`src/rtl/mem_arb_pkg.sv`:
```
// mem_arb_pkg: shared encodings and configuration limits for mem_port_arbiter.
//   arb_state_e      : FSM state encoding (IDLE/ISSUE/WAIT/DONE)
//   OWN_IF / OWN_DM  : owner encoding
//   *_MIN / *_MAX    : legal parameter ranges for MEM_LAT and STARVE_LIMIT
package mem_arb_pkg;

  typedef enum logic [1:0] {
    IDLE  = 2'd0,
    ISSUE = 2'd1,
    WAIT  = 2'd2,
    DONE  = 2'd3
  } arb_state_e;

  localparam logic OWN_IF = 1'b0;
  localparam logic OWN_DM = 1'b1;

  localparam int MEM_LAT_MIN      = 1;
  localparam int MEM_LAT_MAX      = 7;
  localparam int STARVE_LIMIT_MIN = 1;
  localparam int STARVE_LIMIT_MAX = 15;

  localparam int LAT_CNT_W    = 3;
  localparam int STARVE_CNT_W = 4;

endpackage

```
`src/rtl/mem_port_arbiter_lat_counter.sv`:
```
// arb_lat_counter: 3-bit loadable down-counter that times the WAIT state.
//   clk, reset   : clock, async active-low reset
//   i_load       : load i_load_val (has priority over i_en)
//   i_load_val   : value to load
//   i_en         : decrement by one; holds at zero
//   o_zero       : count is zero
module arb_lat_counter
  import mem_arb_pkg::*;
(
  input  logic                 clk,
  input  logic                 reset,
  input  logic                 i_load,
  input  logic [LAT_CNT_W-1:0] i_load_val,
  input  logic                 i_en,
  output logic                 o_zero
);

  logic [LAT_CNT_W-1:0] r_cnt;

  always_ff @(posedge clk or negedge reset) begin
    if (!reset)                     r_cnt <= '0;
    else if (i_load)                r_cnt <= i_load_val;
    else if (i_en && r_cnt != '0)   r_cnt <= r_cnt - 1'b1;
  end

  assign o_zero = (r_cnt == '0);

endmodule

```
`src/rtl/mem_port_arbiter.sv`:
```
// mem_port_arbiter: shares one fixed-latency memory port between the
// instruction-fetch (IF) and data-memory (DM) requesters.
//   clk, reset              : clock, async active-low reset
//   if_req/if_addr          : fetch request, held until if_rvalid
//   if_rdata/if_rvalid      : registered fetch data, one-cycle completion pulse
//   if_stall                : if_req & ~if_rvalid
//   dm_req/we/addr/wdata    : data request, held until dm_rvalid
//   dm_rdata/dm_rvalid      : registered read data, one-cycle completion pulse
//   dm_stall                : dm_req & ~dm_rvalid
//   mem_en/we/addr/wdata    : memory access, mem_en is a one-cycle strobe
//   mem_rdata               : memory read data, valid MEM_LAT cycles after mem_en
//   busy                    : FSM not in IDLE
//   owner                   : 0 = IF, 1 = DM (current or last grant)
// Optional feature: define MEM_ARB_STARVE_GUARD_EN to enable the IF
// starvation guard; otherwise DM has strict priority.
module mem_port_arbiter
  import mem_arb_pkg::*;
#(
  parameter int ADDR_W       = 32,
  parameter int DATA_W       = 32,
  parameter int MEM_LAT      = 2,
  parameter int STARVE_LIMIT = 4
) (
  input  logic              clk,
  input  logic              reset,
  input  logic              if_req,
  input  logic [ADDR_W-1:0] if_addr,
  output logic [DATA_W-1:0] if_rdata,
  output logic              if_rvalid,
  output logic              if_stall,
  input  logic              dm_req,
  input  logic              dm_we,
  input  logic [ADDR_W-1:0] dm_addr,
  input  logic [DATA_W-1:0] dm_wdata,
  output logic [DATA_W-1:0] dm_rdata,
  output logic              dm_rvalid,
  output logic              dm_stall,
  output logic              mem_en,
  output logic              mem_we,
  output logic [ADDR_W-1:0] mem_addr,
  output logic [DATA_W-1:0] mem_wdata,
  input  logic [DATA_W-1:0] mem_rdata,
  output logic              busy,
  output logic              owner
);

  localparam bit CFG_OK = (MEM_LAT >= MEM_LAT_MIN) && (MEM_LAT <= MEM_LAT_MAX) &&
                          (STARVE_LIMIT >= STARVE_LIMIT_MIN) &&
                          (STARVE_LIMIT <= STARVE_LIMIT_MAX);
  generate
    if (!CFG_OK) begin : g_cfg_err
      $error("mem_port_arbiter: MEM_LAT or STARVE_LIMIT out of range");
    end
  endgenerate

  localparam logic [LAT_CNT_W-1:0] LAT_LOAD = LAT_CNT_W'(MEM_LAT - 1);

  arb_state_e        r_state;
  logic              r_owner;
  logic              r_is_wr;     // access in flight is a DM write
  logic              r_mem_en;
  logic              r_mem_we;
  logic [ADDR_W-1:0] r_mem_addr;
  logic [DATA_W-1:0] r_mem_wdata;
  logic [DATA_W-1:0] r_if_rdata;
  logic [DATA_W-1:0] r_dm_rdata;
  logic              r_if_rvalid;
  logic              r_dm_rvalid;

  logic w_any_req;
  logic w_grant_dm;
  logic w_starve_fire;
  logic w_lat_zero;

  assign w_any_req = if_req | dm_req;

`ifdef MEM_ARB_STARVE_GUARD_EN
  localparam logic [STARVE_CNT_W-1:0] STARVE_MAX = STARVE_CNT_W'(STARVE_LIMIT);
  logic [STARVE_CNT_W-1:0] r_starve_cnt;

  // Count DM wins that left IF waiting; at the limit IF takes the next grant,
  // so the count can never pass STARVE_LIMIT.
  assign w_starve_fire = if_req && (r_starve_cnt == STARVE_MAX);

  always_ff @(posedge clk or negedge reset) begin
    if (!reset) r_starve_cnt <= '0;
    else if (r_state == IDLE && w_any_req) begin
      if (!w_grant_dm)  r_starve_cnt <= '0;
      else if (if_req)  r_starve_cnt <= r_starve_cnt + 1'b1;
    end
  end
`else
  assign w_starve_fire = 1'b0;
`endif

  assign w_grant_dm = dm_req & ~w_starve_fire;

  arb_lat_counter u_lat (
    .clk        (clk),
    .reset      (reset),
    .i_load     (r_state == ISSUE),
    .i_load_val (LAT_LOAD),
    .i_en       (r_state == WAIT),
    .o_zero     (w_lat_zero)
  );

  always_ff @(posedge clk or negedge reset) begin
    if (!reset) begin
      r_state     <= IDLE;
      r_owner     <= OWN_IF;
      r_is_wr     <= 1'b0;
      r_mem_en    <= 1'b0;
      r_mem_we    <= 1'b0;
      r_mem_addr  <= '0;
      r_mem_wdata <= '0;
      r_if_rdata  <= '0;
      r_dm_rdata  <= '0;
      r_if_rvalid <= 1'b0;
      r_dm_rvalid <= 1'b0;
    end else begin
      // strobes are single-cycle by default
      r_mem_en    <= 1'b0;
      r_mem_we    <= 1'b0;
      r_if_rvalid <= 1'b0;
      r_dm_rvalid <= 1'b0;
      case (r_state)
        IDLE: if (w_any_req) begin
          r_owner    <= w_grant_dm ? OWN_DM : OWN_IF;
          r_mem_addr <= w_grant_dm ? dm_addr : if_addr;
          r_is_wr    <= w_grant_dm & dm_we;
          r_mem_we   <= w_grant_dm & dm_we;
          if (w_grant_dm) r_mem_wdata <= dm_wdata;
          r_mem_en   <= 1'b1;
          r_state    <= ISSUE;
        end
        ISSUE: r_state <= WAIT;
        WAIT: if (w_lat_zero) begin
          if (r_owner == OWN_IF) begin
            r_if_rdata  <= mem_rdata;
            r_if_rvalid <= 1'b1;
          end else begin
            if (!r_is_wr) r_dm_rdata <= mem_rdata;
            r_dm_rvalid <= 1'b1;
          end
          r_state <= DONE;
        end
        DONE:    r_state <= IDLE;
        default: r_state <= IDLE;
      endcase
    end
  end

  assign if_rdata  = r_if_rdata;
  assign dm_rdata  = r_dm_rdata;
  assign if_rvalid = r_if_rvalid;
  assign dm_rvalid = r_dm_rvalid;
  assign if_stall  = if_req & ~r_if_rvalid;
  assign dm_stall  = dm_req & ~r_dm_rvalid;
  assign mem_en    = r_mem_en;
  assign mem_we    = r_mem_we;
  assign mem_addr  = r_mem_addr;
  assign mem_wdata = r_mem_wdata;
  assign busy      = (r_state != IDLE);
  assign owner     = r_owner;

endmodule

```
`config.mk`:
```
export PLATFORM = sky130hd
export DESIGN_NAME = mem_port_arbiter
export DESIGN_NICKNAME = d
export VERILOG_FILES = /design/src/rtl/mem_arb_pkg.sv /design/src/rtl/mem_port_arbiter_lat_counter.sv /design/src/rtl/mem_port_arbiter.sv
export SDC_FILE = /design/constraint.sdc
export NUM_CORES = 1
export LEC_CHECK = 0
export CORE_UTILIZATION = 37
export CTS_CLUSTER_SIZE = 12
export DETAILED_ROUTE_END_ITERATION = 12
export PLACE_DENSITY = 0.78
export SLEW_MARGIN = 15
export SYNTH_ARGS = -nofsm -noshare
export SYNTH_HDL_FRONTEND = slang
export SYNTH_SLANG_ARGS = --single-unit
```
`constraint.sdc`:
```
create_clock -name clk -period 1.9 [get_ports clk]
set_input_delay 0.285 -clock clk [delete_from_list [all_inputs] [get_ports clk]]
set_output_delay 0.285 -clock clk [all_outputs]
set_load 0.02 [all_outputs]
```
==> results_dict.tcl <==
set metrics [dict create \
    syn2layout_area_growth_pct 65.75 \
    io_pins 269 \
    setup_total_negative_slack_ns 0 \
    netlist.area_leader.share_pct 62.51 \
    worst_skew_late_latency_ns 0.41 \
    drt_pre_antenna_iters 4 \
    clock_slew_at_reported_path_ffs_ns 0.05 \
    timing.slew.headroom_pct 72.74 \
    slowest_stage "sky130_fd_sc_hd__dfrtp_1" \
    synth_nets 527 \
    worstSetupEndpoint "dm_rdata[18]" \
    rsz0062_at_grt "no" \
    placeableCoreArea_um2 14590 \
    synth_top_cells_by_area "sky130_fd_sc_hd__dfrtp_1 (63%), sky130_fd_sc_hd__mux2_2 (19%), sky130_fd_sc_hd__mux2i_1 (5.8%), sky130_fd_sc_hd__o21ai_0 (3.1%), sky130_fd_sc_hd__nand2_1 (2.4%)" \
    die_area_um2 15530 \
    m2_gr_usage_pct 32.17 \
    vias_per_cell 4.722 \
    grt_max_degree 68 \
    critPathLaunchType "flip-flop" \
    p_per_area_nw_per_um2 1728 \
    global_route_met1_usage_pct 21.14 \
    dieWidth_um 124.6 \
    worstReg2RegStart "r_state[0]" \
    tritoncts "done" \
    antenna_found_initial 1 \
    grt_first_pass_wirelength_um 22710 \
    crit_type "flip-flop to flip-flop" \
    static-leakage-power_nw 4.021 \
    cp-end-kind "flip-flop" \
    post_synth_inst_count 389 \
    number_of_global_route_vias_before_repair 4451 \
    setup_violations 0 \
    share_clk_of_total_power_pct 19.9 \
    yosysWarningCount 0 \
    r2r_slack_ns 0.07 \
    antennaDiodeCount 0 \
    critical_path_required_ns 2.19 \
    dpl_worst_slack_ns 0.06477 \
    max_stage_delay_ns 0.40 \
    root_buffer "sky130_fd_sc_hd__clkbuf_16" \
    post-synth-top-area-cell "sky130_fd_sc_hd__dfrtp_1" \
    timing.fmax_mhz 547.8 \
    cts_max_path_buffers 2 \
    avgSynthCellArea_um2 14.30 \
    route.detailed.drc 0 \
    p_int_w 0.01043 \
    most_crowded_layer_gr "met2" \
    timing.final.crit_share_pct 96.08 \
    cap_violations 0 \
    placementRows 44 \
    ff2ff_path_depth 7 \
    cts_num_sinks 139 \
    r2r_end "dm_rdata[18]" \
    antenna_left 0 \
    switching_share_pct 34.58 \
    finish.cell_count_without_fillers 870 \
    outcome "complete, no violations" \
    io_buffers 268 \
    worst_pin_slew_ns 0.4089 \
    layout_setup_ws_ns 0.07448 \
    post_synthesis_cell_type_count 28 \
    drive_above_1_share_pct 21.28 \
    ordered_cell_list_for_the_critical_path "inv_2 -> ha_2 -> nand2_2 -> nor4b_4 -> buf_6 -> clkbuf_16 -> mux2_2" \
    die_h_um 124.6 \
    worst_ep_arrival_time_ns 2.11 \
    grt_usage_pct 18.84 \
    crit_path_start "r_state[0]" \
    timing.final.max_slew_violations 0 \
    vias 4108 \
    floorplan.initialDensity_pct 38.14 \
    worstPathMaxFanout 8 \
    seq_power_share_pct 32.6 \
    gr-total-overflow 0 \
    synth_seq_area_share_pct 62.51 \
    cts_made_buffers 17 \
    final_hpwl_dp_um 10380 \
    grt.met3_usage_pct 7.904 \
    skew_ns 0.006184 \
    hold_violations 0 \
    netlist_area_um2 5564 \
    synth-seq-cells 139 \
    totalWireLength_um 14370 \
    h-tree-depth 4 \
    gp_weighted_congestion 0.7494 \
    ir_worst_vdd_mv 0.8595 \
    timing.final.crit_period_ns 1.826 \
    power_frac_comb_pct 47.5 \
    worst_hold_path_type "input port to asynchronous set/reset pin" \
    post-place-cells 833 \
    iter_0_drt_violations 130 \
    wl_per_cell_um 16.52 \
    power.net_switching_w 0.005510 \
    fin_nets 811 \
]
-- timing repair --
item,in CTS,in global routing
setup buffers,0,1
hold endpoints to repair,39,0
resized for setup,1,11
gates cloned,0,3
pin swaps,0,2
hold buffers,1,0
endpoints found under the setup margin,1,36
-- power by group through the flow --
| stage | Combinational, W | Sequential [W] | Clock, W |
|---|---|---|---|
| 6_report | 0.00757 | 0.00520 | 0.00317 |
| 5_1_grt | 0.00802 | 0.00539 | 0.00340 |
| 4_1_cts | 0.00760 | 0.00521 | 0.00325 |
| 3_5_place_dp | 0.00758 | 0.00525 | 0 |
| 3_3_place_gp | 0.00741 | 0.00514 | 0 |
| 2_1_floorplan | 0.00207 | 0.00686 | 0 |
-- cell usage after synthesis (all sizes together) --
cell / count
mux2i: 32
and3: 1
or3: 1
o22a: 1
nor2b: 3
ha: 5
inv: 7
nand2: 36
o21ai: 35
dfrtp: 139
a21oi: 1
clkbuf: 3
o32a: 1
nor3: 2
a21boi: 1
nor2: 2
nor4b: 1
nor3b: 1
a21o: 1
buf: 17
nor4bb: 1
or3b: 1
mux2: 97
-- cell usage in the layout, fill, tap and decap left out, drive strengths merged, types with 2 or more instances in the layout --
| master | instances |
|---|---|
| clkdlybuf4s50 | 262 |
| nor2b | 3 |
| nor2 | 2 |
| o21ai | 35 |
| nand2 | 36 |
| nor3 | 2 |
| buf | 16 |
| dfrtp | 139 |
| clkbuf | 27 |
| dlymetal6s2s | 3 |
| mux2 | 97 |
| inv | 7 |
| mux2i | 32 |
| bufinv | 2 |
| ha | 5 |
| clkinv | 5 |
-- registers in the layout, summed over array words and instances, names as in the netlist, 2 cells and up --
register,count
r_state,2
u_lat.r_cnt,3
dm_rdata,32
mem_addr,32
mem_wdata,32
if_rdata,32
-- per-stage QoR --
| step | power, W | area, um^2 | hold WS (ns) | util, % |
|---|---|---|---|---|
| 4_1_cts | 0.01606 | 9123 | 0.3704 | 62.53 |
| 5_1_grt | 0.01681 | 9223 | 0.3984 | 63.22 |
| 2_1_floorplan | 0.008929 | 5564 | -0.01059 | - |
| 3_3_place_gp | 0.01255 | 8539 | 0.2269 | 58.53 |
| 6_report | 0.01594 | 9223 | 0.3763 | 63.22 |
| 3_5_place_dp | 0.01282 | 8539 | 0.2356 | 58.53 |
-- per-layer routing --
metal  vias up  part of all wire (%)
li1       1930                     -
met2       167                    50
met3        17                   8.4
met1      1992                    40
met5         -                 0.063
met4         2                   1.3
-- cell type report --
type | instances | area [um^2]
Clock buffer | 25 | 485.5
Clock inverter | 7 | 88.84
Fill cell | 1096 | 5366
Inverter | 7 | 26.28
Multi-Input combinational cell | 223 | 1963
Sequential cell | 139 | 3478
Tap cell | 184 | 230.2
Timing Repair Buffer | 285 | 2950
-- cell families after synthesis --
family	synth area share, %
fa+ha+maj	1.124
buf+inv	2.676
compound gates	3.845
simple gates	4.453
mux	25.39
flops	62.51
-- how the worst min path moves through the flow --
| stage | from | depth (start not counted) | end | slack, ns |
|---|---|---|---|---|
| after floorplan | reset | 0 | dm_rdata[0] | -0.01 |
| after global placement | reset | 1 | if_rdata[19] | 0.23 |
| after detailed placement | reset | 1 | dm_rdata[14] | 0.24 |
| after CTS | reset | 2 | if_rdata[13] | 0.37 |
| after global routing | reset | 2 | if_rdata[14] | 0.40 |
| final | reset | 2 | if_rdata[13] | 0.38 |
-- worst max-delay path: cells and delay by family, from the launching register on --
| kind | cells | cell delay (ns) |
|---|---|---|
| buf+inv | 3 | 0.42 |
| fa+ha+maj | 1 | 0.18 |
| simple gates | 2 | 0.36 |
| flops | 1 | 0.40 |
| mux | 1 | 0.33 |
(Power assumes the default switching activity.)
